<file path="src/rtl/mem_arbiter_pkg.sv">
// Shared types and default sizing for the I/D-cache main-memory arbiter.
// The top-level parameters default to these values.
package mem_arbiter_pkg;

    localparam int DEF_WORD_SIZE  = 16;
    localparam int DEF_LINE_WORDS = 4;
    localparam int DEF_LATENCY    = 4;
    localparam int DEF_CNT_W      = 3;
    localparam int DBG_W          = 16;

    typedef enum logic [1:0] {
        ARB_IDLE = 2'd0,
        ARB_BUSY = 2'd1,
        ARB_DONE = 2'd2
    } arb_state_t;

    typedef enum logic {
        GRANT_I = 1'b0,
        GRANT_D = 1'b1
    } grant_t;

    function automatic grant_t other_port(input grant_t g);
        return (g == GRANT_I) ? GRANT_D : GRANT_I;
    endfunction

endpackage

</file>
<file path="src/rtl/mem_arbiter_rr_pick2.sv">
// Combinational two-way round-robin picker: on a conflict the port that
// did not win the previous conflict is chosen.
module rr_pick2
    import mem_arbiter_pkg::*;
(
    input  logic   req_i,
    input  logic   req_d,
    input  grant_t last_grant,
    output grant_t grant,
    output logic   conflict
);

    always_comb begin
        // NOTE: defaults first, so every path assigns both outputs and no latch is inferred.
        grant    = GRANT_I;
        conflict = 1'b0;
        if (req_i && req_d) begin
            conflict = 1'b1;
            grant    = other_port(last_grant);
        end else if (req_d) begin
            grant = GRANT_D;
        end
    end

endmodule

</file>
<file path="src/rtl/mem_arbiter.sv">
// Shares one line-wide memory port between the I-cache and D-cache:
// IDLE -> BUSY (LATENCY cycles of strobe) -> DONE (one-cycle done pulse).
module mem_arbiter
    import mem_arbiter_pkg::*;
#(
    parameter int  WORD_SIZE  = DEF_WORD_SIZE,
    parameter int  LINE_WORDS = DEF_LINE_WORDS,
    parameter int  LATENCY    = DEF_LATENCY,
    parameter int  CNT_W      = DEF_CNT_W,
    localparam int LINE_W     = WORD_SIZE * LINE_WORDS
) (
    input  logic                 clk,
    input  logic                 reset,
    input  logic                 i_req_read,
    input  logic [WORD_SIZE-1:0] i_addr,
    output logic [LINE_W-1:0]    i_rdata,
    output logic                 i_done,
    input  logic                 d_req_read,
    input  logic                 d_req_write,
    input  logic [WORD_SIZE-1:0] d_addr,
    input  logic [LINE_W-1:0]    d_wdata,
    output logic [LINE_W-1:0]    d_rdata,
    output logic                 d_done,
    output logic                 mem_read,
    output logic                 mem_write,
    output logic [WORD_SIZE-1:0] mem_addr,
    output logic [LINE_W-1:0]    mem_wdata,
    input  logic [LINE_W-1:0]    mem_rdata,
    output logic [DBG_W-1:0]     num_grant_i,
    output logic [DBG_W-1:0]     num_grant_d,
    output logic [DBG_W-1:0]     num_conflict
);

    localparam logic [WORD_SIZE-1:0] OFF_MASK = WORD_SIZE'(LINE_WORDS - 1);
    localparam logic [CNT_W-1:0]     LAST_CNT = CNT_W'(LATENCY - 1);

    arb_state_t       state;
    logic [CNT_W-1:0] cnt;
    grant_t           winner;
    grant_t           last_grant;
    grant_t           grant;
    logic             conflict;
    logic             d_any;

    assign d_any = d_req_read | d_req_write;

    rr_pick2 u_pick (
        .req_i      (i_req_read),
        .req_d      (d_any),
        .last_grant (last_grant),
        .grant      (grant),
        .conflict   (conflict)
    );

    // NOTE: all state below is updated with non-blocking assignments so every
    // register samples the pre-edge values, independent of statement order.
    always_ff @(posedge clk) begin
        if (reset) begin
            state        <= ARB_IDLE;
            cnt          <= '0;
            winner       <= GRANT_I;
            last_grant   <= GRANT_I;
            mem_read     <= 1'b0;
            mem_write    <= 1'b0;
            mem_addr     <= '0;
            mem_wdata    <= '0;
            i_done       <= 1'b0;
            d_done       <= 1'b0;
            i_rdata      <= '0;
            d_rdata      <= '0;
            num_grant_i  <= '0;
            num_grant_d  <= '0;
            num_conflict <= '0;
        end else begin
            i_done <= 1'b0;
            d_done <= 1'b0;
            unique case (state)
                ARB_IDLE: begin
                    if (i_req_read || d_any) begin
                        state  <= ARB_BUSY;
                        cnt    <= '0;
                        winner <= grant;
                        if (grant == GRANT_I) begin
                            mem_read    <= 1'b1;
                            mem_addr    <= i_addr & ~OFF_MASK;
                            mem_wdata   <= '0;
                            num_grant_i <= num_grant_i + DBG_W'(1);
                        end else begin
                            // A simultaneous read+write request is served as the write alone.
                            mem_read    <= ~d_req_write;
                            mem_write   <= d_req_write;
                            mem_addr    <= d_addr & ~OFF_MASK;
                            mem_wdata   <= d_wdata;
                            num_grant_d <= num_grant_d + DBG_W'(1);
                        end
                        if (conflict) begin
                            num_conflict <= num_conflict + DBG_W'(1);
                            last_grant   <= grant;
                        end
                    end
                end
                ARB_BUSY: begin
                    cnt <= cnt + CNT_W'(1);
                    if (cnt == LAST_CNT) begin
                        if (mem_read) begin
                            if (winner == GRANT_I) i_rdata <= mem_rdata;
                            else                   d_rdata <= mem_rdata;
                        end
                        i_done    <= (winner == GRANT_I);
                        d_done    <= (winner == GRANT_D);
                        mem_read  <= 1'b0;
                        mem_write <= 1'b0;
                        mem_addr  <= '0;
                        mem_wdata <= '0;
                        state     <= ARB_DONE;
                    end
                end
                ARB_DONE: state <= ARB_IDLE;
                default:  state <= ARB_IDLE;
            endcase
        end
    end

endmodule

</file>
<file path="config.mk">
export PLATFORM = sky130hd
export DESIGN_NAME = mem_arbiter
export DESIGN_NICKNAME = d
export VERILOG_FILES = /design/src/rtl/mem_arbiter_pkg.sv /design/src/rtl/mem_arbiter_rr_pick2.sv /design/src/rtl/mem_arbiter.sv
export SDC_FILE = /design/constraint.sdc
export NUM_CORES = 1
export LEC_CHECK = 0
export CORE_AREA = 4 4 162 164
export DETAILED_ROUTE_END_ITERATION = 10
export DIE_AREA = 0 0 166 168
export PLACE_DENSITY = 0.78
export SYNTH_ARGS = -nofsm -noshare
export SYNTH_HDL_FRONTEND = slang
export SYNTH_SLANG_ARGS = --single-unit
</file>
<file path="constraint.sdc">
create_clock -name clk -period 2.6 [get_ports clk]
set_clock_uncertainty 0.05 [all_clocks]
set_input_delay 0.52 -clock clk [delete_from_list [all_inputs] [get_ports clk]]
set_output_delay 0.52 -clock clk [all_outputs]
set_load 0.005 [all_outputs]
</file>
# --- Yosys cells after proc, flatten, opt, wreduce, memory -nomap -nowiden ---
# Cells that the tools add are included.
totals:
  regBits: 267
  word_cells: 69
op_classes:
  n_addsub: 4
  n_eq_ne: 5
  mux: 24
  bitwise_logic: 6
  reduce_logical: 15
op_table:
  columns: ["op", "n"]
  rows:
  - ["2-to-1 mux 64 bit", 3]
  - ["one-hot mux 64 bit (2 select lines)", 1]
  - ["adder 16 x 1 -> 16 bit (second input constant)", 3]
  - ["2-to-1 mux 16 bit", 3]
  - ["one-hot mux 16 bit (2 select lines)", 1]
  - ["AND reduction 3 bit", 4]
  - ["AND reduction 4 bit", 3]
  - ["2-to-1 mux 1 bit", 9]
  - ["!= test 2 bit (second input constant)", 3]
  - ["one-hot mux 3 bit (2 select lines)", 1]
  - ["AND reduction 2 bit", 3]
  - ["inverter 1 bit", 5]
  - ["2-to-1 mux 2 bit", 2]
  - ["one-hot mux 1 bit (2 select lines)", 2]
  - ["one-hot mux 2 bit (2 select lines)", 1]
  - ["adder 3 x 1 -> 3 bit (second input constant)", 1]
  - ["== test 3 x 2 -> 1 bit (second input constant)", 1]
  - ["2-to-1 mux 3 bit", 1]
  - ["OR reduction 3 bit", 1]
  - ["== test 2 x 1 -> 1 bit (second input constant)", 1]
  - ["logical NOT 2 bit", 1]
  - ["nonzero test 2 bit", 1]
  - ["logical AND 1 bit", 1]
  - ["logical OR 1 bit", 1]
  - ["bitwise OR 1 bit", 1]

# --- Logic depth before layout (Yosys ltp) ---
# Gate-level depths: netlist of the first run.
logic_depth:
  word_depth: 6
  ltp_mapped: 9
  mapped_depth_nobuf: 6

# --- By module ---
# A second synthesis of the first run with hierarchy kept.
hier_totals:
  hier_cells: 1243
  hier_area_um2: 9995.8
modules_own_cells:
  columns: ["mod", "n_inst", "cells_per_inst", "area_per_inst_um2", "seq_area_each_um2"]
  rows:
  - ["mem_arbiter", 1, 1241, 9978.3, 5305.1]
  - ["rr_pick2", 1, 2, 17.5, 0.0]

# --- Worst setup path after synthesis of the first run ---
# No wires, ideal clock.
synth_timing:
  kind: "input -> register"
  start: "input port i_req_read"
  end: "register num_grant_i[14]"
  setup_ns: 0.123
  t_arrival_ns: 1.674
  required_time_ns: 2.427
  setup_slack_ns: 0.752
  cell_stages: 4
  cell_sequence: "nor3b_4 -> nand3_2 -> nor4b_1 -> mux2_1"
synth_via:
  elab_chain_cells: 4
synth_lines:
  columns: ["element", "line", "text"]
  rows:
  - ["start, declared", "mem_arbiter.sv:14", "input logic i_req_read,"]
  - ["logical AND 1 bit", "mem_arbiter_rr_pick2.sv:17", "if (req_i && req_d) begin"]
  - ["2-to-1 mux 1 bit", "mem_arbiter_rr_pick2.sv:17", null]
  - ["inverter 1 bit (no source line)", null, null]
  - ["AND reduction 3 bit (no source line) (*)", null, null]
  - ["end signal, assigned", "mem_arbiter.sv:87", "num_grant_i <= num_grant_i + DBG_W'(1);"]
  - ["end, declared", "mem_arbiter.sv:29", "output logic [DBG_W-1:0] num_grant_i,"]
# Every way passes the cells marked *; elsewhere a longest branch is shown, timed or not.
# A chain may end at the register's enable or synchronous reset.

# --- Final worst setup path of the first run ---
layout_timing:
  start: "register num_grant_d[2]"
  end: "output port num_grant_d[2]"
layout_lines:
  columns: ["element", "line", "text"]
  rows:
  - ["start, declared", "mem_arbiter.sv:30", "output logic [DBG_W-1:0] num_grant_d,"]
  - ["start signal, assigned", "mem_arbiter.sv:94", "num_grant_d <= num_grant_d + DBG_W'(1);"]
# No word-level cell between the ends.

==> results of run 1 <==
synthesized netlist by cell type (2+ instances only):
cell type,n,area share (%)
a21oi_1,154,7.9
nor3_1,3,0.15
mux2i_1,3,0.31
nor3_2,2,0.21
buf_4,4,0.31
a22oi_1,64,4.9
nor2b_1,3,0.19
inv_1,7,0.27
ha_1,5,0.64
nand4_1,17,1.1
xor2_1,16,1.4
and3_1,6,0.39
and4_1,6,0.54
or3_1,15,0.97
a222oi_1,14,1.4
nand3b_1,2,0.15
o21ai_0,3,0.15
nand3_2,2,0.21
nor2_1,109,4.2
nand2_1,269,10
nand4b_1,2,0.18
nand3_1,13,0.67
xnor2_1,6,0.54
and2_1,8,0.52
o31ai_1,10,0.77
or4_1,11,0.85
clkbuf_1,32,1.2
buf_2,46,2.4
o21ai_1,11,0.57
dfxtp_1,265,55
tightest hold or removal path: stages, from the launching register on:
cell,delay (ns)
dfxtp_1,0.31
nand2_1,0.05
a21oi_1,0.05
per-layer routing:
| metal | vias up | wire [um] | global-route usage [%] |
|---|---|---|---|
| met1 | 4499 | 12700 | 25.4 |
| met2 | 409 | 16400 | 39.5 |
| li1 | 4636 | - | - |
| met4 | 0 | 983 | 6.64 |
| met3 | 65 | 2680 | 6.15 |
| met5 | - | 0 | 0 |
per-stage QoR:
step,cells,hold slack (ns)
after detailed placement,1815,0.396
after global routing,1866,0.422
after global placement,1815,0.391
final,1866,0.402
after floorplan,1124,0.402
after CTS,1866,0.405
state kept, by name, indices dropped and copies added, names as in the netlist:
register / flops
d_rdata: 64
i_rdata: 64
mem_wdata: 64
num_conflict: 16
num_grant_d: 16
num_grant_i: 16
mem_addr: 14
cnt: 3
state: 2
d_done: 1
i_done: 1
last_grant: 1
mem_read: 1
mem_write: 1
winner: 1
logic make-up (layout without fill, tap and decap cells):
logic type / count (synthesis) / in the layout
AOI/OAI and AO/OA: 263 / 263
xor gates and xnor gates: 22 / 22
adders and majority gates: 5 / 5
buffers and inverters: 89 / 501
DFF: 265 / 265
muxes: 4 / 4
other: 1 / 2
and+or+nand+nor: 474 / 474
power by group:
group	leakage, uW	switching (uW)	total, uW	internal (uW)
clock network	0.000472	1620	4110	2490
logic	0.00263	408	964	556
registers	0.00215	75.2	4250	4180
cell usage in the layout (no fill, tap or decap), types with 16 or more instances in the layout:
cell | netlist | layout
a21oi_1 | 154 | 154
buf_4 | 4 | 19
clkdlybuf4s50_1 | 0 | 417
dfxtp_1 | 265 | 265
a22oi_1 | 64 | 64
nand4_1 | 17 | 17
clkbuf_16 | 0 | 29
nor2_1 | 109 | 109
xor2_1 | 16 | 16
nand2_1 | 269 | 269
how the worst min path moves through the flow:
stage | from | to | slack [ns] | depth (start not counted)
final | d_rdata[25]$_SDFFE_PP0P_ | d_rdata[25]$_SDFFE_PP0P_ | 0.40 | 2
after global routing | i_rdata[22]$_SDFFE_PP0P_ | i_rdata[22]$_SDFFE_PP0P_ | 0.42 | 2
after CTS | i_rdata[52]$_SDFFE_PP0P_ | i_rdata[52]$_SDFFE_PP0P_ | 0.40 | 2
after detailed placement | i_rdata[52]$_SDFFE_PP0P_ | i_rdata[52]$_SDFFE_PP0P_ | 0.40 | 2
after global placement | d_rdata[54]$_SDFFE_PP0P_ | d_rdata[54]$_SDFFE_PP0P_ | 0.39 | 2
after floorplan | cnt[1]$_SDFFE_PP0P_ | cnt[1]$_SDFFE_PP0P_ | 0.40 | 2
cell type report:
| type | count | area share [%] |
|---|---|---|
| inverters | 7 | 0.173 |
| well taps | 330 | 2.72 |
| clock inverters | 10 | 0.899 |
| repair buffers | 443 | 29.3 |
| multi-input cells | 770 | 26.5 |
| flip-flops and latches | 265 | 35.0 |
| clock buffers | 41 | 5.41 |
==> metrics.yaml, run 1 <==
outcome: "complete, no violations"
drive_gt1_share_pct: 5.40
pre_cts_slack_ns: 0.0793
wl_um: 32800
power_uw: 9320
rrSetupSlack_ns: 0.58
grt_pass1_wl_um: 50800
cts_max_level: 1
routabilityCongestion: 0.822
endpoint_kind: "primary output"
cts.sinks: 265
cts_tree: "yes"
cts_resized: 0
die_x_um: 166
start_util_pct: 39.0
core-area_sq_um: 24900
clockBufferDepth: 3
grt.overflow.total: 0
yosys.area_share.adder_pct: 0.644
cp_max_fo: 5
placed_area_sq_um: 14200
dieArea_sq_um: 27900
grt_pass1_vias: 9292
port_buffers: 418
startpoint_type: "register"
synth_xor_area_share_pct: 1.98
ff_latch_area_sq_um: 5310
worstReg2RegEnd: "i_rdata[17]$_SDFFE_PP0P_"
synthArstFlopShare_pct: 0
cts_root_buf: "clkbuf_16"
yosys.cell_types.count: 45
drc: 0
critPathArrivalTime_ns: 1.58
avgSynthCellArea_sq_um: 8.65
crit_type: "register to primary output"
grt_usage_pct: 21.9
max_slew_margin_pct: 62.8
critPathTopFamily: "buffers and inverters"
postCtsHoldBufs: 0
drt.antenna.violating_nets: 0
r2r_start: "cnt[0]$_SDFFE_PP0P_"
fmax_ghz: 0.466
ys_seq_area_share_pct: 54.6
synthSimpleGateAreaFrac_pct: 21.5
nNetsFinal: 1686
final_area_sq_um: 15200
r2r.worst_path.cells: 8
min_period_ns: 2.15
cts_setup_buffers: 0
path_clk_slew_ns: 0.06
grt_max_degree: 80
worst-path-stages: 1
worstPathCellList: "clkdlybuf4s50_1"
synth_seq_cells: 265
cp-startpoint: "num_grant_d[2]$_SDFFE_PP0P_"
fin_util_pct: 61.0
setup_ws_ns: 0.454
clkLatencyLatePin_ns: 0.53
synth-edff-count: 0
drt_iter0_drc: 821
critPathSlowestCell: "clkdlybuf4s50_1"
hpwl_um: 23000
drt_pass1_iterations: 5
crit_buf_inv: 1
antenna_found_initial: 0
die_h_um: 168
multi_input_area_sq_um: 4020
synthMuxAreaShare_pct: 0.425
p_per_area_nw_per_um2: 614
viasPerCell: 5.15
max_stage_delay_ns: 0.60
worst_slew_pin_slew_ns: 0.557
hold_violations: 0
postSynthCellCount: 1123
ir_drop_uv: 596
required_ns: 2.03
setup_viol: 0
fillers: 2079
tns_ns: 0
power.leakage_uw: 0.00526
syn_area_sq_um: 9710
synth-compound-area-share_pct: 16.6
ioPinCount: 425
crit_end: "num_grant_d[2]"
synth_top_family_by_area: "simple AND/OR/NAND/NOR gates"
diodes: 0
rsz0062_at_grt: "false"
routedWlPerCell_um: 17.6
ys.flop_type: "dfxtp_1"
vias: 9609
maxCapViolations: 0
area_growth_pct: 56.2
yosysWarnings: 0
std_cell_rows: 58
worstHoldPathType: "register to register"
drv_slew: 0
period_share_pct: 82.5
cts_made_buffers: 29
Note: power is estimated with default switching activity, not from simulation.
==> inputs of run 2 (changes only) <==
==> constraint.sdc (replaced) <==
create_clock -name clk -period 2.2 [get_ports clk]
set_clock_uncertainty 0.05 [all_clocks]
set_input_delay 0.44 -clock clk [delete_from_list [all_inputs] [get_ports clk]]
set_output_delay 0.44 -clock clk [all_outputs]
set_load 0.005 [all_outputs]
==> metrics.yaml, run 2 (synthesis results as in run 1) <==
hpwl_um: 23500
max_stage_delay_ns: 0.59
p_per_area_nw_per_um2: 695
cts.sinks: 265
grt_max_degree: 72
cts_root_buf: "clkbuf_16"
period_share_pct: 93.3
worstPathCellList: "clkdlybuf4s50_1"
grt.overflow.total: 0
fmax_ghz: 0.487
nNetsFinal: 1705
cp_max_fo: 5
worst_slew_pin_slew_ns: 0.502
crit_type: "register to primary output"
crit_buf_inv: 1
drt_iter0_drc: 796
ir_drop_uv: 546
area_growth_pct: 58.0
critPathTopFamily: "buffers and inverters"
ioPinCount: 425
wl_um: 32900
drt.antenna.violating_nets: 0
layout_commonest_cell: "clkdlybuf4s50_1"
hold_violations: 0
dieArea_sq_um: 27900
die_x_um: 166
cts_resized: 0
drc: 0
setup_viol: 0
tns_ns: 0
drv_slew: 0
routabilityCongestion: 0.859
drt_pass1_iterations: 6
pre_cts_slack_ns: -0.205
critPathSlowestCell: "clkdlybuf4s50_1"
min_period_ns: 2.05
startpoint_type: "register"
setup_ws_ns: 0.148
cts_made_buffers: 28
final_area_sq_um: 15300
routedWlPerCell_um: 17.5
mostFrequentLayoutCells: "clkdlybuf4s50_1 (417), nand2_1 (269), dfxtp_1 (265), a21oi_1 (154), nor2_1 (109)"
required_ns: 1.71
std_cell_rows: 58
outcome: "complete, no violations"
vias: 9725
max_slew_margin_pct: 66.5
port_buffers: 418
critPathArrivalTime_ns: 1.56
core-area_sq_um: 24900
path_clk_slew_ns: 0.06
cts_tree: "yes"
grt_pass1_vias: 9479
grt_pass1_wl_um: 50900
grt_usage_pct: 22.0
power.leakage_uw: 0.00533
reg_top3: "d_rdata: 64 flops, i_rdata: 64 flops, mem_wdata: 64 flops"
hold_slack_ns: 0.371
worstHoldPathType: "input port to register"
drive_gt1_share_pct: 6.25
postCtsHoldBufs: 0
clockBufferDepth: 3
endpoint_kind: "primary output"
viasPerCell: 5.16
maxCapViolations: 0
die_h_um: 168
antenna_found_initial: 1
start_util_pct: 39.0
cts_max_level: 1
clkLatencyLatePin_ns: 0.53
fin_util_pct: 61.6
placed_area_sq_um: 14500
cts_setup_buffers: 0
rsz0062_at_grt: "false"
-- run 2: cell types whose count changed in the layout (fill, tap and decap cells not counted) --
cell,previous run,this run
diode_2,0,1
clkinv_4,2,1
clkbuf_8,6,7
clkinv_2,4,1
inv_6,1,0
buf_4,19,30
clkbuf_1,7,9
clkinvlp_4,0,1
buf_12,6,15
bufinv_16,3,0
-- run 2: per-stage QoR --
stage	instances	total power [uW]
5_1_grt	1883	11100
3_3_place_gp	1835	6300
6_report	1883	10700
4_1_cts	1882	10800
2_1_floorplan	1124	5550
3_5_place_dp	1835	6320
-- run 2: metal layers --
layer | vias up | global-route usage [%] | part of all wire [%] | routed length [um]
li1 | 4668 | - | - | -
met1 | 4595 | 25.0 | 38 | 12500
met2 | 405 | 39.4 | 50 | 16400
met3 | 57 | 6.27 | 8.6 | 2830
met4 | 0 | 7.78 | 3.4 | 1120
met5 | - | 0 | 0 | 0
-- run 2: path summary, 6_finish.rpt --
kind / end / slack [ns] / cells after the start / from
hold reg to reg: i_rdata[60]$_SDFFE_PP0P_ / 0.40 / 2 / i_rdata[60]$_SDFFE_PP0P_
setup / recovery: num_grant_d[2] / 0.15 / 1 / num_grant_d[2]$_SDFFE_PP0P_
setup reg to reg: i_rdata[9]$_SDFFE_PP0P_ / 0.22 / 7 / cnt[0]$_SDFFE_PP0P_
hold / removal: num_grant_i[2]$_SDFFE_PP0P_ / 0.37 / 2 / reset
-- run 2: final cells by class --
| cell class | instances | area, sq um |
|---|---|---|
| clock inverter | 3 | 21.3 |
| sequential | 265 | 5310 |
| antenna | 1 | 2.50 |
| fill | 2067 | 9550 |
| timing repair buffer | 463 | 4710 |
| multi-input combinational | 770 | 4020 |
| clock buffer | 44 | 842 |
| tap | 330 | 413 |
| inverter | 7 | 26.3 |
-- run 2: power by group --
group	leakage, uW	internal, uW	switching [uW]	total (uW)
logic	0.00277	696	496	1190
clock network	0.000419	2600	1850	4450
registers	0.00215	4940	90.3	5030
total	0.00533	8230	2430	10700
==> inputs of run 3 (changes only) <==
--- a/config.mk
+++ b/config.mk
@@ -5,10 +5,10 @@
 export SDC_FILE = /design/constraint.sdc
 export NUM_CORES = 1
 export LEC_CHECK = 0
-export CORE_AREA = 4 4 162 164
+export CORE_AREA = 4 4 161 163
 export DETAILED_ROUTE_END_ITERATION = 10
-export DIE_AREA = 0 0 166 168
-export PLACE_DENSITY = 0.78
+export DIE_AREA = 0 0 165 167
+export PLACE_DENSITY = 0.79
 export SYNTH_ARGS = -nofsm -noshare
 export SYNTH_HDL_FRONTEND = slang
 export SYNTH_SLANG_ARGS = --single-unit
==> constraint.sdc (replaced) <==
create_clock -name clk -period 2.5 [get_ports clk]
set_clock_uncertainty 0.05 [all_clocks]
set_input_delay 0.5 -clock clk [delete_from_list [all_inputs] [get_ports clk]]
set_output_delay 0.5 -clock clk [all_outputs]
set_load 0.005 [all_outputs]
==> metrics.yaml, run 3 (synthesis results as in run 1) <==
clockBufferDepth: 3
p_sw_uw: 2190
vias: 9646
grt_pass1_wl_um: 49100
mostFrequentLayoutCells: "clkdlybuf4s50_1 (417), nand2_1 (269), dfxtp_1 (265), a21oi_1 (154), nor2_1 (109)"
drt_pass1_iterations: 5
routabilityCongestion: 0.815
cts_max_level: 1
rsz0062_at_grt: "false"
hold_violations: 0
die_x_um: 165
drt.antenna.violating_nets: 0
min_period_ns: 2.16
endpoint_kind: "register"
p_per_area_nw_per_um2: 634
p_seq_share_pct: 45.8
power.share.clock_pct: 43.7
power_uw: 9660
layout_commonest_cell: "clkdlybuf4s50_1"
core-area_sq_um: 24300
drive_gt1_share_pct: 5.58
crit_type: "register to register"
wl_um: 32100
hold_slack_ns: 0.346
antenna_found_initial: 0
cts_tree: "yes"
routedWlPerCell_um: 17.2
cts_resized: 0
critPathArrivalTime_ns: 2.57
drc: 0
cts_root_buf: "clkbuf_16"
r2r.worst_path.cells: 8
fillers: 2004
hpwl_um: 23100
worst_slew_pin_slew_ns: 0.603
ioPinCount: 425
area_growth_pct: 56.8
postCtsHoldBufs: 0
required_ns: 2.91
viasPerCell: 5.17
worstHoldPathType: "input port to register"
port_buffers: 418
grt.overflow.total: 0
p_int_uw: 7460
cts.sinks: 265
fin_util_pct: 62.6
drt_iter0_drc: 735
sw_frac_of_total_pct: 22.7
std_cell_rows: 57
cts_setup_buffers: 0
whs_path_depth: 2
grt_max_degree: 77
start_util_pct: 39.9
cts_made_buffers: 29
diodes: 0
outcome: "complete, no violations"
maxCapViolations: 0
path_clk_slew_ns: 0.06
ir_drop_uv: 512
startpoint_type: "register"
setup_viol: 0
grt_usage_pct: 21.7
dieArea_sq_um: 27600
grt_pass1_vias: 9194
pwr-share-comb_pct: 10.5
reg_top3: "d_rdata: 64 flops, i_rdata: 64 flops, mem_wdata: 64 flops"
clkLatencyLatePin_ns: 0.53
drv_slew: 0
power.leakage_uw: 0.00528
fmax_ghz: 0.463
cp_max_fo: 36
die_h_um: 167
nNetsFinal: 1689
period_share_pct: 86.4
max_slew_margin_pct: 59.8
==> run 3: cell count changes in the layout (fill, tap and decap cells not counted) <==
cell / before / now
inv_6: 0 / 2
diode_2: 1 / 0
buf_12: 15 / 9
clkinv_4: 1 / 2
bufinv_16: 0 / 2
clkinv_2: 1 / 2
buf_4: 30 / 19
==> run 3: layout make-up <==
| cell class | count | area, sq um | area share [%] |
|---|---|---|---|
| well taps | 324 | 405 | 2.66 |
| inverters | 7 | 26.3 | 0.173 |
| multi-input cells | 770 | 4020 | 26.4 |
| repair buffers | 446 | 4510 | 29.6 |
| flip-flops and latches | 265 | 5310 | 34.9 |
| clock buffers | 44 | 842 | 5.53 |
| clock inverters | 9 | 113 | 0.740 |
==> run 3: final timing paths <==
| check | startpoint | endpoint | slack [ns] |
|---|---|---|---|
| worst max register to register | cnt[0]$_SDFFE_PP0P_ | d_rdata[49]$_SDFFE_PP0P_ | 0.34 |
| worst min-delay path | reset | num_conflict[8]$_SDFFE_PP0P_ | 0.35 |
| worst max-delay path | cnt[0]$_SDFFE_PP0P_ | d_rdata[49]$_SDFFE_PP0P_ | 0.34 |
| worst min register to register | i_rdata[33]$_SDFFE_PP0P_ | i_rdata[33]$_SDFFE_PP0P_ | 0.40 |
==> run 3: power by group through the flow <==
stage | registers (uW) | logic (uW) | clock network, uW
detailed placement | 4510 | 1020 | 0
CTS | 4420 | 1020 | 4320
global route | 4440 | 1090 | 4480
floorplan | 4510 | 378 | 0
global placement | 4510 | 1000 | 0
finish | 4420 | 1010 | 4220
==> run 3: worst max-delay path, cell delays in order, from the launching register on <==
cell,delay (ns)
dfxtp_1,0.34
ha_1,0.17
ha_1,0.17
nand3b_1,0.23
buf_4,0.25
nor3_4,0.12
buf_4,0.41
nand2_1,0.17
a21oi_1,0.16
==> run 3: layer usage <==
| metal | vias up | GRT usage, % | share of wire, % |
|---|---|---|---|
| met2 | 394 | 38.4 | 50 |
| met1 | 4537 | 24.3 | 37 |
| li1 | 4653 | - | - |
| met5 | - | 0 | 0 |
| met3 | 62 | 6.95 | 9.6 |
| met4 | 0 | 7.74 | 3.3 |
==> run 3: per-stage QoR <==
step / setup WS, ns / instance area [sq um] / setup TNS, ns / instances
floorplan: 0.672 / 9710 / 0 / 1124
global placement: 0.0423 / 14300 / 0 / 1812
detailed placement: -0.0323 / 14300 / -0.104 / 1812
CTS: 0.337 / 15200 / 0 / 1865
global route: 0.163 / 15200 / 0 / 1865
finish: 0.339 / 15200 / 0 / 1865
